[src/rtl/div_unit.sv]
// Multi-cycle restoring radix-2 integer divider for MIPS DIV/DIVU in the EX stage.
// Quotient goes to LO, remainder to HI; the pipeline is stalled while the divide runs.
module div_unit #(
  parameter int WIDTH = 32
) (
  input  logic             clk,
  input  logic             rst,
  input  logic             div_start,
  input  logic             div_signed,
  input  logic [WIDTH-1:0] div_a,
  input  logic [WIDTH-1:0] div_b,
  input  logic             div_cancel,
  output logic             div_busy,
  output logic             div_done,
  output logic [WIDTH-1:0] div_quot,
  output logic [WIDTH-1:0] div_rem,
  output logic             stall_div
);

  localparam logic [1:0] IDLE = 2'd0;
  localparam logic [1:0] CALC = 2'd1;
  localparam logic [1:0] DONE = 2'd2;
  localparam int CW = (WIDTH > 1) ? $clog2(WIDTH) : 1;
  localparam logic [CW-1:0] CNT_LAST = CW'(WIDTH - 1);

  function automatic logic [WIDTH-1:0] magnitude(input logic [WIDTH-1:0] v, input logic sgn);
    return (sgn && v[WIDTH-1]) ? (~v + {{(WIDTH-1){1'b0}}, 1'b1}) : v;
  endfunction

  function automatic logic [WIDTH-1:0] negate_if(input logic [WIDTH-1:0] v, input logic neg);
    return neg ? (~v + {{(WIDTH-1){1'b0}}, 1'b1}) : v;
  endfunction

  logic [1:0]       state_r, state_nx_s;
  logic [CW-1:0]    cnt_r;
  logic [WIDTH-1:0] dvd_r, dvs_r, rem_r, a_orig_r;
  logic [WIDTH-1:0] quot_prev_r, rem_prev_r;
  logic             q_neg_r, r_neg_r, dz_r, done_r;

  logic             start_ok_s, last_s, q_bit_s;
  logic [WIDTH:0]   part_s, diff_s;
  logic [WIDTH-1:0] rem_next_s, quot_next_s, fin_quot_s, fin_rem_s;

  assign start_ok_s = (state_r == IDLE) && div_start && !div_cancel;
  assign last_s     = (state_r == CALC) && (cnt_r == CNT_LAST);
  assign stall_div  = start_ok_s || (state_r == CALC);
  assign div_busy   = (state_r == CALC);
  assign div_done   = done_r && !div_cancel;

  // One restoring step; the extra partial bit keeps divisors above 2^(WIDTH-1) exact.
  always_comb begin
    part_s      = {rem_r, dvd_r[WIDTH-1]};
    diff_s      = part_s - {1'b0, dvs_r};
    q_bit_s     = ~diff_s[WIDTH];
    rem_next_s  = q_bit_s ? diff_s[WIDTH-1:0] : part_s[WIDTH-1:0];
    quot_next_s = {dvd_r[WIDTH-2:0], q_bit_s};
  end

  // Sign correction and the fixed divide-by-zero result.
  always_comb begin
    if (dz_r) begin
      fin_quot_s = {WIDTH{1'b1}};
      fin_rem_s  = a_orig_r;
    end else begin
      fin_quot_s = negate_if(quot_next_s, q_neg_r);
      fin_rem_s  = negate_if(rem_next_s, r_neg_r);
    end
  end

  // Next-state logic; cancel always returns to IDLE.
  always_comb begin
    state_nx_s = state_r;
    case (state_r)
      IDLE:    state_nx_s = start_ok_s ? CALC : IDLE;
      CALC: begin
        if (div_cancel)  state_nx_s = IDLE;
        else if (last_s) state_nx_s = DONE;
        else             state_nx_s = CALC;
      end
      DONE:    state_nx_s = IDLE;
      default: state_nx_s = IDLE;
    endcase
  end

  // Datapath and result registers.
  always_ff @(posedge clk) begin
    if (rst) begin
      state_r     <= IDLE;
      cnt_r       <= {CW{1'b0}};
      dvd_r       <= {WIDTH{1'b0}};
      dvs_r       <= {WIDTH{1'b0}};
      rem_r       <= {WIDTH{1'b0}};
      a_orig_r    <= {WIDTH{1'b0}};
      quot_prev_r <= {WIDTH{1'b0}};
      rem_prev_r  <= {WIDTH{1'b0}};
      q_neg_r     <= 1'b0;
      r_neg_r     <= 1'b0;
      dz_r        <= 1'b0;
      done_r      <= 1'b0;
      div_quot    <= {WIDTH{1'b0}};
      div_rem     <= {WIDTH{1'b0}};
    end else begin
      state_r <= state_nx_s;
      done_r  <= 1'b0;
      case (state_r)
        IDLE: begin
          if (start_ok_s) begin
            dvd_r    <= magnitude(div_a, div_signed);
            dvs_r    <= magnitude(div_b, div_signed);
            rem_r    <= {WIDTH{1'b0}};
            a_orig_r <= div_a;
            q_neg_r  <= div_signed && (div_a[WIDTH-1] ^ div_b[WIDTH-1]);
            r_neg_r  <= div_signed && div_a[WIDTH-1];
            dz_r     <= (div_b == {WIDTH{1'b0}});
            cnt_r    <= {CW{1'b0}};
          end
        end
        CALC: begin
          if (!div_cancel) begin
            dvd_r <= quot_next_s;
            rem_r <= rem_next_s;
            cnt_r <= cnt_r + {{(CW-1){1'b0}}, 1'b1};
            if (last_s) begin
              quot_prev_r <= div_quot;
              rem_prev_r  <= div_rem;
              div_quot    <= fin_quot_s;
              div_rem     <= fin_rem_s;
              done_r      <= 1'b1;
            end
          end
        end
        DONE: begin
          // A flush during DONE withdraws the result just presented.
          if (div_cancel) begin
            div_quot <= quot_prev_r;
            div_rem  <= rem_prev_r;
          end
        end
        default: ;
      endcase
    end
  end

endmodule

[config.mk]
export PLATFORM = sky130hd
export DESIGN_NAME = div_unit
export DESIGN_NICKNAME = d
export VERILOG_FILES = /design/src/rtl/div_unit.sv
export SDC_FILE = /design/constraint.sdc
export NUM_CORES = 1
export LEC_CHECK = 0
export ABC_AREA = 1
export CAP_MARGIN = 20
export CORE_UTILIZATION = 32
export DETAILED_ROUTE_END_ITERATION = 8
export GPL_TIMING_DRIVEN = 0
export PLACE_DENSITY_LB_ADDON = 0.05
export SKIP_CTS_REPAIR_TIMING = 1
export SLEW_MARGIN = 40
export SYNTH_ARGS = -nofsm -noshare
export SYNTH_HDL_FRONTEND = slang
export SYNTH_SLANG_ARGS = --single-unit
[constraint.sdc]
create_clock -name clk -period 8.2 [get_ports clk]
set_input_delay 1.64 -clock clk [delete_from_list [all_inputs] [get_ports clk]]
set_output_delay 1.64 -clock clk [all_outputs]
set_load 0.01 [all_outputs]
---- Word level (Yosys, flattened, before mapping) ----
Index checks and enable logic that the tools add are counted.
storage, ports and cells
  output and inout bits ................... 67
  register bits after elaboration ......... 267
  word-level logic and storage cells ...... 82
  input bits .............................. 69
operators by class
  reductions and logical operators ........ 18
  bitwise operators ....................... 8
  muxes and demuxes ....................... 29
  $add $sub $neg .......................... 6
  equal/unequal tests ..................... 7
operator list
  operator                 count
  $mux W32                 17
  $pmux W32 S2             4
  $add A32 B1 Y32 const B  4
  $not A32 Y32             4
  $sub A33 B32 Y33         1
  $logic_not A32 Y1        1
  $mux W5                  2
  $pmux W5 S2              1
  $logic_and A1 B1 Y1      7
  $ne A2 B2 Y1 const B     3
  $reduce_and A3 Y1        2
  $add A5 B1 Y5 const B    1
  $eq A5 B5 Y1 const B     1
  $mux W2                  2
  $pmux W2 S2              1
  $reduce_and A4 Y1        1
  $reduce_bool A2 Y1       2
  $not A1 Y1               3
  $reduce_or A3 Y1         1
  $eq A2 B1 Y1 const B     1
  $eq A2 B2 Y1 const B     1
  $logic_not A2 Y1         1
  $mux W1                  2
  $ne A2 B1 Y1 const B     1
  4 further kinds          4

---- Depth between registers and ports, before layout ----
Gate-level depths: netlist of run 1.
  depth after elaboration ................. 9
  gate-level depth with buffers ........... 30

---- Least setup slack after synthesis of run 1 ----
Ideal clock, no wire load.
  path type ............................... input port to flip-flop
  start point ............................. in div_a[1]
  end point ............................... reg dvd_r[30]
  stages on the path ...................... 17
  path buffers ............................ 0
  required time ........................... 8.072 ns
  library setup time ...................... 0.128 ns
  path slack .............................. 4.271 ns
  data arrival time ....................... 3.800 ns
  cell sequence ........................... inv_1 -> ha_1 -> inv_1 -> nor3_1 -> nand3_1 -> nor3_1 -> nand3_1 -> nor2_1 -> nand3_1 -> nand2_1 -> o21ai_0 -> a21oi_1 -> nand2_1 -> o21ai_0 -> a21oi_1 -> a21oi_1 -> a21oi_1
between the ends
  word-level cells in the longest chain between the ends .. 5
RTL lines
  what                  RTL line  text
  from (decl)           10        input logic [WIDTH-1:0] div_a,
  $not A32 Y32          27        return (sgn && v[WIDTH-1]) ? (~v + {{(WIDTH-1){1'b0}}, 1'b1}) : v;
  $add A32 B1 Y32       27
  $mux W32              27
  $mux W32              107       if (start_ok_s) begin
  $pmux W32 S2          105       case (state_r)
  to (signal assigned)  90        dvd_r <= {WIDTH{1'b0}};
  to (signal assigned)  108       dvd_r <= magnitude(div_a, div_signed);
  to (signal assigned)  120       dvd_r <= quot_next_s;
  to (decl)             36        logic [WIDTH-1:0] dvd_r, dvs_r, rem_r, a_orig_r;
No other way between the ends. The select of a mux whose other input is x is not followed.
A chain may end at the register's enable or synchronous reset.

---- Worst setup path in the final report of run 1 ----
  start point ............................. in div_cancel
  end point ............................... out stall_div
between the ends
  word-level cells in the longest chain between the ends .. 3
RTL lines
  what                 RTL line  text
  from (decl)          12        input logic div_cancel,
  $logic_not A1 Y1     n/a
  $logic_and A1 B1 Y1  44        assign start_ok_s = (state_r == IDLE) && div_start && !div_cancel;
  $logic_or A1 B1 Y1   46        assign stall_div = start_ok_s || (state_r == CALC);
  to (decl)            17        output logic stall_div
No other way between the ends.

==> results of run 1 <==
[cell type report]
class                   instances  area share (%)
clock buffers                  42            4.40
inverters                     327            6.15
well taps                     680            4.27
multi-input cells            1915            47.9
clock inverters                14            1.03
flip-flops and latches        267            26.8
diodes                          1          0.0125
plain buffers                 127            2.73
repair buffers                134            6.72
[critical path: stages]
cell,delay (ns)
clkdlybuf4s50_1,0.69
inv_1,0.07
nand4_1,0.20
clkbuf_1,0.59
nand2_1,0.24
clkdlybuf4s50_1,0.55
[flip-flops by register name (all words and copies together), names as in the netlist, 5 cells and up]
| name | flops |
|---|---|
| a_orig_r | 32 |
| div_quot | 32 |
| div_rem | 32 |
| dvd_r | 32 |
| dvs_r | 32 |
| quot_prev_r | 32 |
| rem_prev_r | 32 |
| rem_r | 32 |
| cnt_r | 5 |
[cell usage in the layout, fill, tap and decap left out, types with 14 or more instances in the layout]
| cell | netlist | routed |
|---|---|---|
| a21oi_1 | 254 | 254 |
| clkbuf_1 | 110 | 114 |
| clkbuf_16 | 0 | 31 |
| clkdlybuf4s50_1 | 0 | 134 |
| dfxtp_1 | 267 | 267 |
| ha_1 | 38 | 38 |
| inv_1 | 316 | 316 |
| nand2_1 | 643 | 643 |
| nand2_2 | 28 | 28 |
| nand3_1 | 80 | 80 |
| nand4_1 | 17 | 17 |
| nor2_1 | 287 | 285 |
| nor3_1 | 37 | 37 |
| nor4_1 | 14 | 14 |
| o211ai_1 | 18 | 18 |
| o21ai_0 | 284 | 284 |
| o22ai_1 | 24 | 24 |
| xnor2_1 | 31 | 31 |
| xor2_1 | 53 | 53 |
[through the flow]
stage	power, mW	cell area (sq um)	setup slack [ns]
final	3.60	19900	2.57
after global routing	3.76	19900	2.49
after CTS	3.62	19900	2.63
after detailed placement	2.12	18900	2.64
after global placement	2.12	18900	2.62
after floorplan	1.85	16700	4.27
[where the power goes]
group / leakage, nW / switching, mW / internal (mW) / total, mW
Sequential: 2.17 / 0.0442 / 1.34 / 1.38
Combinational: 6.40 / 0.490 / 0.229 / 0.719
Clock: 0.534 / 0.602 / 0.902 / 1.50
[kinds of logic after synthesis]
| kind of cell | after synthesis | synth area share [%] |
|---|---|---|
| adders and majority gates | 39 | 2.97 |
| xor gates and xnor gates | 84 | 4.42 |
| AOI/OAI and AO/OA | 636 | 20.6 |
| buffers and inverters | 454 | 10.6 |
| DFF | 267 | 32.1 |
| and+or+nand+nor | 1156 | 29.3 |
[per-layer routing]
metal  routed length (um)  vias up
li1                     -     8852
met1                33100     8432
met2                29600      561
met3                 4380       92
met4                 1760        2
met5                   13        -
[worst max-delay path by stage]
stage	slack, ns	start	cells past startpoint	end
6_report	2.57	div_cancel	6	stall_div
5_1_grt	2.49	div_cancel	6	stall_div
4_1_cts	2.63	div_cancel	6	stall_div
3_5_place_dp	2.64	div_cancel	6	stall_div
3_3_place_gp	2.62	div_cancel	6	stall_div
2_1_floorplan	4.27	div_a[1]	17	dvd_r[30]$_SDFFE_PP0P_
==> metrics, run 1 <==
kind of critical path in2out; die height 230 um; R2R Path Start dvd_r[31]$_SDFFE_PP0P_; GPL Wtd Cong 0.936; reg-to-reg endpoint div_quot[28]$_SDFFE_PP0P_; Worst Setup End Kind primary output; CTS root buffer clkbuf_16; area leader, netlist dfxtp_1; area growth from synthesis to layout 19.7%; drt wl/cell 19.7 um; IO buf count 134; nets@finish 2911; Ports 136; GR peak layer met2; largest cells by area after synthesis dfxtp_1 32%, nand2_1 14%, o21ai_0 8.5%, a21oi_1 7.6%, inv_1 7.1%; Clock Skews 0.0175 ns; crit start category input pin; WHS Path Cells 2; hold endpoint quot_prev_r[19]$_SDFFE_PP0P_; Avg Inst Size Synth 6.32 sq um; met2 usage 39.4%; Die W 230 um; Final min period 5.63 ns; met1 Track Usage GR 36.8%; final hold slack 0.455 ns; CP required 6.56 ns; Register-to-Register Path Depth 28; CP arrival 3.99 ns; dpl cells 3450; Worst IR Drop VDD 0.000147 V; Synthesized Nets 2744; clk slew on worst S/H paths 0.06 ns; worst-margin pin slew 0.836 ns; routed wire length 68.9 mm; post-synthesis sequential area ratio 32.1%; Ys Warns 0; layout cells sized above 1 5.38%; Post-route DRC 0; asr flop ratio synth 0%; grt met3 use 4.17%; Synth top area share 32.1%; dpl hpwl 55.1 mm; Initial Utilization 32.4%; clk_lat worst skew 0.60 ns; max_cap viols 0; cts bufs inserted 31; Util after Layout 38.8%; Cells after Synth 2636; Rel. slew slack 44.3%; Yosys reg bits 267; Hold WC Path Type reg2reg; CP max FO 10; Die Area 53000 sq um; htree depth 1; Iter 0 DRT Violations 1388; top post-synthesis cells by count 643 x nand2_1, 316 x inv_1, 287 x nor2_1; leakage power 9.10 nW; largest net degree at the start of global routing 16; Clock Sinks 267; Finished Layout Cells 3507; reg-to-reg slack, setup 3.22 ns; CTS tree yes; DR pass1 iterations 6; core box area 51400 sq um; via-per-instance ratio 5.12; FP Rows 83; hold_sp quot_prev_r[19]$_SDFFE_PP0P_; Reg area 5350 sq um; ys flop type dfxtp_1; Fin. Hold Viols 0; first-pass GRT wire length 104 mm; vias in the first global route 16.7k; Fillers 5625; gr ovfl total 0; CTS max path bufs 3; outcome completed; area of the multi-input gates 9550 sq um; Max Clk Rate 177 MHz; post-synthesis cell type count 55; Setup Total Neg Slack 0 ns; most common cell in the netlist nand2_1; pwr dens 181 nW/um^2; Final ANT Viol Nets 0; DR vias 17.9k; All-Layer GR Usage 25.6%; RSZ-0062 raised after global routing false; final setup violating endpoints 0; initial antenna violation count 2; pins over their slew limit 0; EDFF count, synth 0; Cell Area, Synth 16700 sq um; fin crit share 68.7%
No activity file was read; power rests on OpenSTA's default activity.
==> run 2: changes to the inputs <==
- clock period: 8.2 -> 5.8 ns (I/O delays scaled with it)
==> results of run 2 <==
Same layout as run 1 (identical final DEF). Status: completed.
Main changes from that run: setup slack after placement 2.64 ns -> 0.966 ns; setup slack after layout 2.57 ns -> 0.822 ns; start point of the critical path div_cancel -> dvd_r[31]$_SDFFE_PP0P_; end point of the critical path stall_div -> div_quot[28]$_SDFFE_PP0P_; register-to-register setup slack 3.22 ns -> 0.82 ns; total power 3.60 mW -> 5.09 mW; worst IR drop on VDD 0.000147 V -> 0.000208 V
==> run 3: changes to the inputs <==
- SKIP_LAST_GASP: default -> 1
==> results of run 3 <==
Same layout as run 1 (identical final DEF). Status: completed.
Main changes from that run: setup slack after placement 2.64 ns -> 0.966 ns; setup slack after layout 2.57 ns -> 0.822 ns; start point of the critical path div_cancel -> dvd_r[31]$_SDFFE_PP0P_; end point of the critical path stall_div -> div_quot[28]$_SDFFE_PP0P_; register-to-register setup slack 3.22 ns -> 0.82 ns; total power 3.60 mW -> 5.09 mW; worst IR drop on VDD 0.000147 V -> 0.000208 V
==> patch 1: new RTL, settings of run 2 <==
Reset style: asynchronous (`rst`), changed in one clocked block.
--- a/src/rtl/div_unit.sv
+++ b/src/rtl/div_unit.sv
@@ -84,5 +84,5 @@
 
   // Datapath and result registers.
-  always_ff @(posedge clk) begin
+  always_ff @(posedge clk or posedge rst) begin
     if (rst) begin
       state_r     <= IDLE;
Function: differs if rst is asserted again (counterexample within 4 cycles, from zero or initial values and one cycle with rst high); with rst held inactive, the same outputs for 4 cycles.
==> patch 1 against run 2 <==
- design area is 6.6% higher
- critical path depth is 21 lower
- sequential cell count stayed put
- area after synthesis is 5.5% higher
- via count is 1.1% lower
- worst setup slack worse by 290 ps
- routed wire length is 0.89% higher
- critical endpoint is now stall_div
Power is not compared: it rests on default switching activity, and its combinational part moved more than twofold at a synthesized area within 25%.
==> patch 1: results (changes against run 2) <==
----------------------------------------------------
[Global route]
  Wire length of the first global-routing pass ... 106,000 um (+1.9%)
  Antenna violations before repair ... 0 (-2)
  M2 GR Usage ... 35.6% (-3.8 points)
  Grt met1 use ... 38.6% (+1.7 points)

[Clocking]
  H-tree depth ... 2 (+1)

[Finish]
  Post-layout nets ... 2,872 (-1.3%)
  Fillers ... 5,808 (+3.3%)

[Placed design]
  Area after detailed placement ... 20,100 sq um (+6.7%)

[Detailed routing]
  M1 wire length ... 34,800 um (+5.1%)
  Top routing layer in use ... met4
  Wire length on met2 ... 28,700 um (-3.0%)
  Via density ... 5.09 (-0.47%)

[Status]
  Run status ... completed

[Setup path]
  Largest delay share family, worst path ... buffers and inverters
  Start point of the critical path ... div_cancel
  Largest incremental delay on the critical path ... 800 ps (+380 ps)
  Critical R2R Capture ... div_quot[28]$_DFFE_PP0P_
  End point of the critical path ... stall_div
  Register-to-register setup slack ... 690 ps (-130 ps)

[Logic synthesis]
  Area share of xor/xnor cells in the synthesized design ... 3.39% (-1.0 points)
  Sequential cell area fraction in the yosys report ... 38.0% (+5.9 points)
  Synth async-reset ratio ... 100% (+100 points)
  Library cells used by synthesis ... 51 (-7.3%)
  Cells taking the most area after synthesis ... dfrtp_1, nand2_1, inv_1, o21ai_0, nor2_1

[STA]
  Smallest hold slack ... 476 ps (+20.6 ps)

[Hold path]
  Worst hold endpoint ... rem_prev_r[25]$_DFFE_PP0P_
  Hold_sp ... rem_prev_r[25]$_DFFE_PP0P_

----------------------------------------------------
[patch 1: layout make-up]
class,instances,area (sq um),share of cell area (%)
Multi-Input combinational cell,1849,9090,42.7
Sequential cell,267,6680,31.4
Inverter,363,1370,6.43
Timing Repair Buffer,148,1680,7.90
Clock buffer,52,1020,4.80
Tap cell,696,871,4.10
Clock inverter,8,109,0.512
Buffer,101,443,2.08
Antenna cell,2,5.00,0.0235
[patch 1: power breakdown]
| group | switching, mW | leakage, nW | internal [mW] |
|---|---|---|---|
| Combinational | 4.22 | 7.03 | 1.84 |
| Sequential | 0.261 | 3.32 | 2.11 |
| Clock | 0.874 | 0.558 | 1.31 |
| Total | 5.36 | 10.9 | 5.26 |
[patch 1: through the flow]
step	TNS (ps)	util (%)	std cells	setup slack, ps
final	0	39.4	3486	530
after global routing	0	39.3	3484	217
after CTS	0	39.3	3484	590
after detailed placement	0	37.3	3424	614
after global placement	-316690	36.6	3411	-1240
after floorplan	0	-	2580	1110
==> patch 2: new RTL, flow settings as in run 2 <==
Without the edit above. The parameter `WIDTH` goes from 32 to 16.
--- a/src/rtl/div_unit.sv
+++ b/src/rtl/div_unit.sv
@@ -2,5 +2,5 @@
 // Quotient goes to LO, remainder to HI; the pipeline is stalled while the divide runs.
 module div_unit #(
-  parameter int WIDTH = 32
+  parameter int WIDTH = 16
 ) (
   input  logic             clk,
Ports: changed (resized div_a, div_b, div_quot and div_rem); port bits go from 136 to 72. The function was not compared with the original's and may differ.
==> patch 2 against run 2 <==
- register-to-register slack better by 1000 ps
- routed wire length down 59%
- via count down 54%
- non-clock buffer count down 137
- worst setup slack better by 440 ps
- total power down 48%
- synthesized cell count down 53%
- count of clock-buffer cells in the layout down 24
- sequential power down 49%
- sequential cell count down 129
- final cell count down 52%
- design area down 51%
- area after synthesis down 51%
==> patch 2: results (changes against run 2) <==
----------------------------------------------------
[Pwr]
  P_int ... 1.75 mW (-50%)
  Leakage power of the design ... 4.30 nW (-53%)
  Reported clock group power ... 1.05 mW (-51%)
  Combinational logic power ... 630 uW (-38%)
  Max rail drop VDD ... 0.000150 V (-28%)

[Clocking]
  TritonCTS Buffers ... 17 (-45%)
  CTS max path bufs ... 2 (-1)
  H-tree depth ... 4 (+3)
  Insertion delay to the later sink of the worst-skew pair ... 430 ps (-170 ps)

[Placed design]
  HPWL reported at the end of detailed placement ... 22,300 um (-60%)
  Area after detailed placement ... 9310 sq um (-51%)
  GPL Wtd Cong ... 0.872 (-6.8%)

[Detailed routing]
  Final routed wirelength across all metal layers ... 28,500 um (-59%)
  Via density ... 4.89 (-4.5%)
  Initial DRC Count ... 578 (-58%)

[Finish]
  Post-layout nets ... 1,398 (-52%)
  Antenna cells ... 0 (-1)
  Fraction of final layout cells sized beyond drive strength 1 ... 6.58% (+1.2 points)
  Number of cells in the finished layout apart from fillers ... 1,682 (-52%)

[Status]
  Run status ... completed

[Global route]
  Vias in the first global route ... 7,833 (-53%)
  Global routing met3 resource utilization ... 2.89% (-1.3 points)
  Grt met1 use ... 32.0% (-4.9 points)
  M2 GR Usage ... 35.7% (-3.7 points)
  Wire length of the first global-routing pass ... 44,500 um (-57%)
  Overall routing resource usage ... 22.5% (-3.1 points)

[Logic synthesis]
  Library cells used by synthesis ... 51 (-7.3%)
  Sequential cell area fraction in the yosys report ... 33.7% (+1.6 points)
  Post-Syn Instances ... 1,250 (-53%)
  Cells taking the most area after synthesis ... dfxtp_1, nand2_1, inv_1, o21ai_0, a21oi_1

[Setup path]
  Start point of the critical path ... div_cancel
  Critical R2R Capture ... div_quot[14]$_SDFFE_PP0P_
  Arrival time of the worst setup path ... 3380 ps (-2110 ps)
  Largest incremental delay on the critical path ... 570 ps (+150 ps)
  Number of cells on the worst reg-to-reg path ... 26 (-7.1%)
  Largest delay share family, worst path ... buffers and inverters
  End point of the critical path ... stall_div
  Register-to-register setup slack ... 1820 ps (+1000 ps)

[Hold path]
  Hold_sp ... a_orig_r[10]$_SDFFE_PP0P_

[STA]
  Slew at the pin closest to its max-slew limit ... 825 ps (-11.0 ps)
  Worst Clk Skew ... 14.3 ps (-3.15 ps)

----------------------------------------------------
-- patch 2: cell type report --
class	count	area (sq um)
inverter	165	619
multi-input combinational	893	4580
fill	2748	15300
tap	330	413
buffer	54	236
sequential	138	2760
clock buffer	18	429
clock inverter	14	128
timing repair buffer	70	701
-- patch 2: per-layer routing --
| metal | part of all wire, % | wire (um) |
|---|---|---|
| met5 | 0 | 0 |
| met4 | 1.4 | 395 |
| met3 | 3.5 | 984 |
| met2 | 45 | 12700 |
| met1 | 51 | 14400 |
-- patch 2: logic make-up after synthesis --
group | count (synthesis)
AND/OR/NAND/NOR | 546
adder cells (fa/ha/maj) | 22
AO/OA/AOI/OAI | 291
XOR/XNOR | 34
buffers and inverters | 219
flip-flops | 138
-- patch 2: through the flow --
stage | hold slack, ps | worst slack (ps)
after floorplan | 423 | 2460
after global placement | 442 | 1300
after detailed placement | 446 | 1250
after CTS | 456 | 1240
after global routing | 475 | 1180
final | 455 | 1260
